## src/rtl/debug_cmd_hub.sv

```systemverilog
// SPI byte command hub: decodes move/mode/divider/telemetry-select commands,
// generates the game tick in one of four modes and exposes telemetry counters.
module debug_cmd_hub #(
  parameter int NUM_CHANNELS = 4,
  parameter int VALUE_WIDTH  = 8,
  parameter int DIV_WIDTH    = 16,
  parameter int DEFAULT_DIV  = 4096,
  parameter int TIMEOUT      = 1024
) (
  input  logic                                       clk,
  input  logic                                       reset_n,
  input  logic [7:0]                                 rx_byte,
  input  logic                                       rx_valid,
  output logic                                       rx_clear,
  input  logic                                       ext_step,
  output logic [1:0]                                 move,
  output logic [2:0]                                 piece_sel,
  output logic                                       move_valid,
  output logic                                       game_tick,
  output logic [1:0]                                 clk_mode,
  output logic [NUM_CHANNELS-1:0][VALUE_WIDTH-1:0]   telemetry_values,
  output logic [7:0]                                 tx_byte
);

  localparam int IDLE_W = $clog2(TIMEOUT + 1);

  typedef enum logic [1:0] {
    ST_IDLE   = 2'd0,
    ST_DIV_HI = 2'd1,
    ST_DIV_LO = 2'd2
  } state_t;

  state_t                 state_r, state_s;
  logic                   accept_s;
  logic                   move_load_s, mode_load_s, sel_load_s, hi_load_s;
  logic                   div_load_s, div_err_s, timeout_s, cmd_s, tick_s;
  logic [DIV_WIDTH-1:0]   new_div_s, div_cnt_s;
  logic [IDLE_W-1:0]      idle_cnt_s;

  logic                   rx_clear_r, move_valid_r, game_tick_r, ext_prev_r;
  logic [1:0]             move_r, mode_r;
  logic [2:0]             piece_r;
  logic [5:0]             sel_r;
  logic [7:0]             hi_r;
  logic [DIV_WIDTH-1:0]   div_r, div_cnt_r;
  logic [IDLE_W-1:0]      idle_cnt_r;
  logic [VALUE_WIDTH-1:0] tick_cnt_r, last_byte_r, cmd_cnt_r, err_cnt_r;

  function automatic logic [7:0] low_byte(input logic [VALUE_WIDTH-1:0] v);
    logic [VALUE_WIDTH+7:0] wide;
    wide = {8'h00, v};
    return wide[7:0];
  endfunction

  // A byte arriving during the rx_clear cycle is the one just consumed.
  assign accept_s  = rx_valid & ~rx_clear_r;
  assign new_div_s = DIV_WIDTH'({hi_r, rx_byte});

  // Command decode and next-state logic.
  always_comb begin
    state_s     = state_r;
    move_load_s = 1'b0;
    mode_load_s = 1'b0;
    sel_load_s  = 1'b0;
    hi_load_s   = 1'b0;
    div_load_s  = 1'b0;
    div_err_s   = 1'b0;
    timeout_s   = 1'b0;
    cmd_s       = 1'b0;
    idle_cnt_s  = '0;
    case (state_r)
      ST_IDLE: begin
        if (accept_s) begin
          cmd_s = 1'b1;
          case (rx_byte[7:6])
            2'b00:   move_load_s = 1'b1;
            2'b01:   mode_load_s = 1'b1;
            2'b10:   state_s     = ST_DIV_HI;
            2'b11:   sel_load_s  = 1'b1;
            default: state_s     = ST_IDLE;
          endcase
        end else begin
          state_s = ST_IDLE;
        end
      end
      ST_DIV_HI, ST_DIV_LO: begin
        if (accept_s) begin
          if (state_r == ST_DIV_HI) begin
            hi_load_s = 1'b1;
            state_s   = ST_DIV_LO;
          end else if (new_div_s == '0) begin
            div_err_s = 1'b1;
            state_s   = ST_IDLE;
          end else begin
            div_load_s = 1'b1;
            state_s    = ST_IDLE;
          end
        end else if (idle_cnt_r == IDLE_W'(TIMEOUT - 1)) begin
          timeout_s = 1'b1;
          state_s   = ST_IDLE;
        end else begin
          idle_cnt_s = idle_cnt_r + IDLE_W'(1);
        end
      end
      default: state_s = ST_IDLE;
    endcase
  end

  // Tick decision always uses the mode held before this cycle's update.
  always_comb begin
    case (mode_r)
      2'd0:    tick_s = 1'b0;
      2'd1:    tick_s = ext_step & ~ext_prev_r;
      2'd2:    tick_s = (div_cnt_r == div_r - DIV_WIDTH'(1));
      2'd3:    tick_s = move_valid_r;
      default: tick_s = 1'b0;
    endcase
  end

  // Divider counter runs only in divided mode and restarts on any mode or divider load.
  always_comb begin
    if (mode_load_s | div_load_s) begin
      div_cnt_s = '0;
    end else if ((mode_r == 2'd2) && !tick_s) begin
      div_cnt_s = div_cnt_r + DIV_WIDTH'(1);
    end else begin
      div_cnt_s = '0;
    end
  end

  // FSM state register.
  always_ff @(posedge clk or negedge reset_n) begin
    if (!reset_n) begin
      state_r <= ST_IDLE;
    end else begin
      state_r <= state_s;
    end
  end

  // Datapath registers, strobes and telemetry counters.
  always_ff @(posedge clk or negedge reset_n) begin
    if (!reset_n) begin
      rx_clear_r   <= 1'b0;
      move_valid_r <= 1'b0;
      game_tick_r  <= 1'b0;
      ext_prev_r   <= 1'b0;
      move_r       <= 2'd0;
      piece_r      <= 3'd0;
      mode_r       <= 2'd0;
      sel_r        <= 6'd0;
      hi_r         <= 8'h00;
      div_r        <= DIV_WIDTH'(DEFAULT_DIV);
      div_cnt_r    <= '0;
      idle_cnt_r   <= '0;
      tick_cnt_r   <= '0;
      last_byte_r  <= '0;
      cmd_cnt_r    <= '0;
      err_cnt_r    <= '0;
    end else begin
      rx_clear_r   <= accept_s;
      move_valid_r <= move_load_s & rx_byte[5];
      game_tick_r  <= tick_s;
      ext_prev_r   <= ext_step;
      div_cnt_r    <= div_cnt_s;
      idle_cnt_r   <= idle_cnt_s;
      if (move_load_s) begin
        move_r  <= rx_byte[1:0];
        piece_r <= rx_byte[4:2];
      end
      if (mode_load_s) mode_r <= rx_byte[1:0];
      if (sel_load_s)  sel_r  <= rx_byte[5:0];
      if (hi_load_s)   hi_r   <= rx_byte;
      if (div_load_s)  div_r  <= new_div_s;
      if (accept_s)    last_byte_r <= VALUE_WIDTH'(rx_byte);
      if (tick_s)      tick_cnt_r  <= tick_cnt_r + VALUE_WIDTH'(1);
      if (cmd_s)       cmd_cnt_r   <= cmd_cnt_r + VALUE_WIDTH'(1);
      if (div_err_s | timeout_s) err_cnt_r <= err_cnt_r + VALUE_WIDTH'(1);
    end
  end

  assign rx_clear   = rx_clear_r;
  assign move       = move_r;
  assign piece_sel  = piece_r;
  assign move_valid = move_valid_r;
  assign game_tick  = game_tick_r;
  assign clk_mode   = mode_r;

  // Telemetry map and SPI readback mux; channels 4 and up read zero.
  always_comb begin
    telemetry_values    = '0;
    telemetry_values[0] = tick_cnt_r;
    telemetry_values[1] = last_byte_r;
    telemetry_values[2] = cmd_cnt_r;
    telemetry_values[3] = err_cnt_r;
    case (sel_r)
      6'd0:    tx_byte = low_byte(tick_cnt_r);
      6'd1:    tx_byte = low_byte(last_byte_r);
      6'd2:    tx_byte = low_byte(cmd_cnt_r);
      6'd3:    tx_byte = low_byte(err_cnt_r);
      default: tx_byte = 8'h00;
    endcase
  end

endmodule

```

## config.mk

```make
export PLATFORM = sky130hd
export DESIGN_NAME = debug_cmd_hub
export DESIGN_NICKNAME = d
export VERILOG_FILES = /design/src/rtl/debug_cmd_hub.sv
export SDC_FILE = /design/constraint.sdc
export NUM_CORES = 1
export LEC_CHECK = 0
export CORE_MARGIN = 4
export CORE_UTILIZATION = 40
export DETAILED_ROUTE_END_ITERATION = 8
export PLACE_DENSITY = 0.58
export SLEW_MARGIN = 15
export SYNTH_ARGS = -nofsm -noshare
export SYNTH_HDL_FRONTEND = slang
export SYNTH_SLANG_ARGS = --single-unit
```

## constraint.sdc

```tcl
create_clock -name clk -period 3.89 [get_ports clk]
set_clock_uncertainty 0.05 [all_clocks]
set_input_delay 0.389 -clock clk [delete_from_list [all_inputs] [get_ports clk]]
set_output_delay 0.389 -clock clk [all_outputs]
set_load 0.05 [all_outputs]
```

==> flow_summary.yaml, run 1 <==
setup_path:
  worstPathArrival_ns: 3.36
  worstSetupPathType: "flip-flop to flip-flop"
  cp.required_ns: 4.07
  crit_fanout: 9
  cp-start-kind: "flip-flop"
  end_kind: "flip-flop"
  reg2reg_depth: 9
yosys:
  yosysSeqAreaShare_pct: 50.1
  synth_cells: 462
  synth_warnings: 0
  synth_edf_count: 0
  postSynthAreaPerCell_um2: 11.0
  synth_area_leader_cell: "dfrtp_1"
  syn_area_um2: 5090
  syn_nets: 483
  synth-seq-cells: 102
  netlist.area_leader.share_pct: 49.6
  synth_area_leaders: "dfrtp_1 (50%), mux2_2 (6.2%), xor2_1 (5.8%)"
  yosysUniqueCellTypes: 52
  ys_async_sr_fraction_pct: 100
  synthFlopType: "dfrtp_1"
clock_network:
  cts_max_level: 3
  post_cts_resized: 0
  clockRootBuffer: "clkbuf_16"
  cts_tree: "yes"
  clock_sinks: 102
  cts.path.max_buffers: 2
  clkLatencyLatePin_ns: 0.35
  clk_pin_slew_ns: 0.07
  cts_hold_buf: 0
  cts_setup_buffers: 0
  cts_made_buffers: 9
power_and_ir_drop:
  power_frac_clock_pct: 21.0
  switchingPower_uw: 1570
  pwr-share-seq_pct: 41.7
  p_per_area_nw_per_um2: 643
  internal_power_uw: 2400
  max-vdd-ir-drop_mv: 0.370
  power.leakage_uw: 0.00258
  swShare_pct: 39.5
  power_frac_comb_pct: 37.3
routing:
  ant_nets: 0
  drt-initial-drc-count: 247
  vias: 3665
  drc: 0
  wl_per_cell_um: 17.2
  drt-pass1-iter-count: 5
  via_per_inst: 5.27
  postRouteWirelength_um: 11900
layout:
  antennaDiodeCount: 0
  layout_commonest_cell: "dfrtp_1"
  fin_nets: 546
  post-route-util_pct: 50.2
  layout.cells.non_filler: 696
  area_growth_pct: 20.9
  drive_gt1_share_pct: 12.9
  final_cell_mix: "dfrtp_1 (101), clkdlybuf4s50_1 (60), nand2_1 (48)"
floorplanning:
  die_h_um: 121
  die_w_um: 121
  start_util_pct: 41.6
  fp-row-count: 40
  core_area_um2: 12300
  ios: 62
  dieArea_um2: 14600
grt:
  antenna_found_initial: 0
  grt.busiest_layer: "met1"
  grt_pass1_vias: 3656
  grt_overflow_total: 0
  grt_max_degree: 80
  met2_usage_pct: 24.3
  grt_use_met3_pct: 3.40
  grt_pass1_wl_um: 19600
  gr-usage-all-layers_pct: 17.1
  grt_use_met1_pct: 25.5
run:
  maxCapViolations: 0
timing:
  setup_viol: 0
  drv_slew: 0
  final_hold_viol_count: 0
  min_period_ns: 3.18
  relSlewSlack_pct: 32.2
  rsz0062_at_grt: "false"
  clock.fmax_mhz: 315
  worst_pin_slew_ns: 1.02
  fin_crit_sh_pct: 81.7
  hold_ws_ns: 0.143
  final.setup.tns_ns: 0
hold_path:
  hp-class: "input port to async pin"
placed_design:
  portBuffers: 61
  place.gp.congestion: 0.790
  dp_cells: 682
  hpwl_um: 8630
outcome:
  status: "completed"
==> power by group through the flow <==
stage	logic, uW	clock network, uW	registers, uW
2_1_floorplan	806	0	1860
3_3_place_gp	1460	0	1670
3_5_place_dp	1480	0	1680
4_1_cts	1480	854	1660
5_1_grt	1580	900	1700
6_report	1480	833	1650
==> per-layer routing <==
layer | share of wire, % | vias to the layer above
met4 | 1.8 | 0
met1 | 50 | 1817
li1 | - | 1743
met2 | 44 | 87
met5 | 0 | -
met3 | 4.1 | 18
==> worst max-delay path: stages (launching register included) <==
cell and delay [ns]:
dfrtp_1 0.46, inv_1 0.09, ha_1 0.33, or4b_1 0.58
nor4_1 0.35, xnor2_1 0.12, a311oi_1 0.36, nand4_4 0.24
nand2_2 0.16, mux2_1 0.32
==> kinds of logic (layout without fill, tap and decap cells) <==
group           after synthesis  in the layout  share of synthesized area (%)
flops                       102            102                           50.1
xor+xnor                     62             62                           10.7
fa+ha+maj                     9              9                           2.21
compound gates               35             35                           4.37
mux                          44             44                           11.5
buf+inv                      25             91                           2.09
simple gates                185            185                           19.1
==> synthesized netlist by cell type (all sizes together) (2+ instances only) <==
master / count
and3: 11
o21ai: 11
mux2: 36
a211oi: 2
o31ai: 3
or4: 5
nand2b: 2
xnor2: 28
inv: 9
nor4: 9
ha: 9
or2: 2
dfrtp: 101
buf: 4
nor2: 33
nor3: 7
mux4: 8
nand3: 23
or3: 9
nor2b: 13
a31oi: 2
a21oi: 9
nor3b: 4
xor2: 34
nand4b: 2
clkbuf: 12
nand4: 10
and2: 3
nand2: 49
o211ai: 2
==> state kept, by name, summed over array words and instances (netlist names) <==
register	flops
cmd_cnt_r	8
div_r	16
last_byte_r	8
move_valid	1
div_cnt_r	16
game_tick	1
hi_r	8
clk_mode	2
idle_cnt_r	11
state_r	2
piece_sel	3
move	2
rx_clear	1
sel_r	6
ext_prev_r	1
tick_cnt_r	8
err_cnt_r	8
==> stage by stage <==
step / total power (uW) / area [um^2] / setup WS, ns
detailed placement: 3160 / 5890 / 0.708
finish: 3960 / 6160 / 0.713
global route: 4180 / 6160 / 0.495
global placement: 3140 / 5890 / 0.718
floorplan: 2670 / 5090 / 1.01
CTS: 3990 / 6160 / 0.692
==> area by class of cell <==
type | count | area (um^2)
clock buffer | 11 | 243
inverter | 9 | 33.8
sequential | 102 | 2550
fill | 1101 | 6100
timing repair buffer | 68 | 661
clock inverter | 3 | 22.5
tap | 168 | 210
multi-input combinational | 335 | 2430
==> path summary, 6_finish.rpt <==
path,from,end,slack [ns]
setup / recovery,div_r[0],tick_cnt_r[1],0.71
hold / removal,reset_n,div_cnt_r[6],0.14
setup reg to reg,div_r[0],tick_cnt_r[1],0.71
hold reg to reg,sel_r[5],sel_r[5],0.44
max in group asynchronous,reset_n,tick_cnt_r[5],2.69
min in group clk,sel_r[5],sel_r[5],0.44
Power figures use the tool's default switching activity.
==> inputs of run 2 (changes only) <==
clock period = 3.3 ns   (was 3.89 ns; I/O delays follow)
==> run 2 against run 1 <==
Against the previous run: count of clock-buffer cells in the layout decreased by 1; sequential power grew 16%; die area stayed put; sequential share of layout area decreased by 0.62 points; final cell count increased by 1.3%; combinational power grew 20%; flip-flop and latch count unchanged; global-route usage hardly changed; critical path depth fell by 2; register-to-register slack lost 0.46 ns; core utilization increased by 0.77 points.
==> flow_summary.yaml, run 2 (synthesized netlist as in run 1, its figures left out) <==
timing:
  hold_ws_ns: 0.00577
  rsz0062_at_grt: "false"
  final_hold_viol_count: 0
  final.setup.tns_ns: 0
  worst_pin_slew_ns: 0.781
  relSlewSlack_pct: 47.9
  drv_slew: 0
  clock.fmax_mhz: 328
  min_period_ns: 3.05
  setup_viol: 0
  fin_crit_sh_pct: 92.3
power_and_ir_drop:
  pwr-share-seq_pct: 40.0
  power.leakage_uw: 0.00263
  power_frac_comb_pct: 37.2
  max-vdd-ir-drop_mv: 0.446
  switchingPower_uw: 1860
  p_per_area_nw_per_um2: 766
  internal_power_uw: 2930
  swShare_pct: 38.8
  power_frac_clock_pct: 22.9
grt:
  grt_overflow_total: 0
  grt_pass1_wl_um: 19700
  grt_max_degree: 62
  antenna_found_initial: 0
  gr-usage-all-layers_pct: 17.1
  grt_pass1_vias: 3748
layout:
  final_cell_mix: "dfrtp_1 (101), clkdlybuf4s50_1 (60), nand2_1 (48)"
  antennaDiodeCount: 0
  fin_nets: 553
  largest_registers: "div_cnt_r x16, div_r x16, idle_cnt_r x11"
  area_growth_pct: 22.7
  drive_gt1_share_pct: 14.5
  layout_commonest_cell: "dfrtp_1"
placed_design:
  portBuffers: 61
  place.gp.congestion: 0.877
  hpwl_um: 8800
setup_path:
  reg2reg_depth: 7
  crit_fanout: 8
  worstPathArrival_ns: 3.22
  cp-start-kind: "flip-flop"
  end_kind: "flip-flop"
  cp.required_ns: 3.47
  worstSetupPathType: "flip-flop to flip-flop"
routing:
  via_per_inst: 5.16
  vias: 3638
  ant_nets: 0
  postRouteWirelength_um: 11800
  drt-pass1-iter-count: 4
  drc: 0
  drt-initial-drc-count: 163
  wl_per_cell_um: 16.7
clock_network:
  cts.path.max_buffers: 2
  clkLatencyLatePin_ns: 0.35
  cts_made_buffers: 9
  cts_tree: "yes"
  post_cts_resized: 0
  clockRootBuffer: "clkbuf_16"
  cts_max_level: 3
  clock_sinks: 102
  clk_pin_slew_ns: 0.07
  cts_setup_buffers: 0
  cts_hold_buf: 0
hold_path:
  hp-class: "input port to async pin"
outcome:
  status: "completed"
floorplanning:
  core_area_um2: 12300
  fp-row-count: 40
  die_h_um: 121
  start_util_pct: 41.6
  die_w_um: 121
  dieArea_um2: 14600
  ios: 62
run:
  maxCapViolations: 0
[run 2: changes by cell type in the layout (fill, tap and decap cells not counted), sizes merged]
cell,change
bufinv,+1
buf,+7
inv,+2
clkinv,-2
clkbuf,-1
clkinvlp,+2
[run 2: routing by layer]
metal	part of all wire, %	up-vias	global-route usage (%)
met5	0	-	0
met4	0.93	0	5.38
met3	4.2	9	3.26
met2	46	75	25.8
met1	49	1796	24.8
li1	-	1758	-
[run 2: final timing paths]
path	start	endpoint	slack, ns
min in group clk	ext_step	ext_prev_r	0.41
hold / removal	reset_n	ext_prev_r	0.006
hold reg to reg	sel_r[5]	sel_r[5]	0.44
setup reg to reg	div_r[5]	tick_cnt_r[1]	0.25
setup / recovery	div_r[5]	tick_cnt_r[1]	0.25
max in group asynchronous	reset_n	div_r[12]	2.34
[run 2: critical path, cell delays in order (launching register included)]
cell and delay, ns:
dfrtp_1 0.43, or3_1 0.50, or4_4 0.53, or3_1 0.40, a211oi_2 0.30, nand4_4 0.22, nand2_2 0.17, mux2_1 0.32
[run 2: power groups by stage]
stage / clock, uW / sequential (uW) / combinational [uW]
floorplan: 0 / 2190 / 950
global placement: 0 / 1930 / 1770
detailed placement: 0 / 1940 / 1790
CTS: 1120 / 1920 / 1790
global route: 1190 / 1970 / 1920
finish: 1100 / 1910 / 1780
[run 2: per-stage QoR]
stage	instance area (um^2)	std cells	setup WS [ns]	total power, uW	util, %
after CTS	6250	705	0.265	4830	51.0
after detailed placement	5950	689	0.282	3730	48.5
after floorplan	5090	462	0.417	3140	-
after global routing	6250	705	0.119	5080	51.0
final	6250	705	0.253	4790	51.0
after global placement	5950	689	0.329	3700	48.5
[run 2: final cells by class]
type                       instances  area (um^2)
clock buffer                      10          239
fill                            1116         6010
tap                              168          210
multi-input combinational        335         2430
inverter                           9         33.8
sequential                       102         2550
clock inverter                     6         67.6
timing repair buffer              75          713
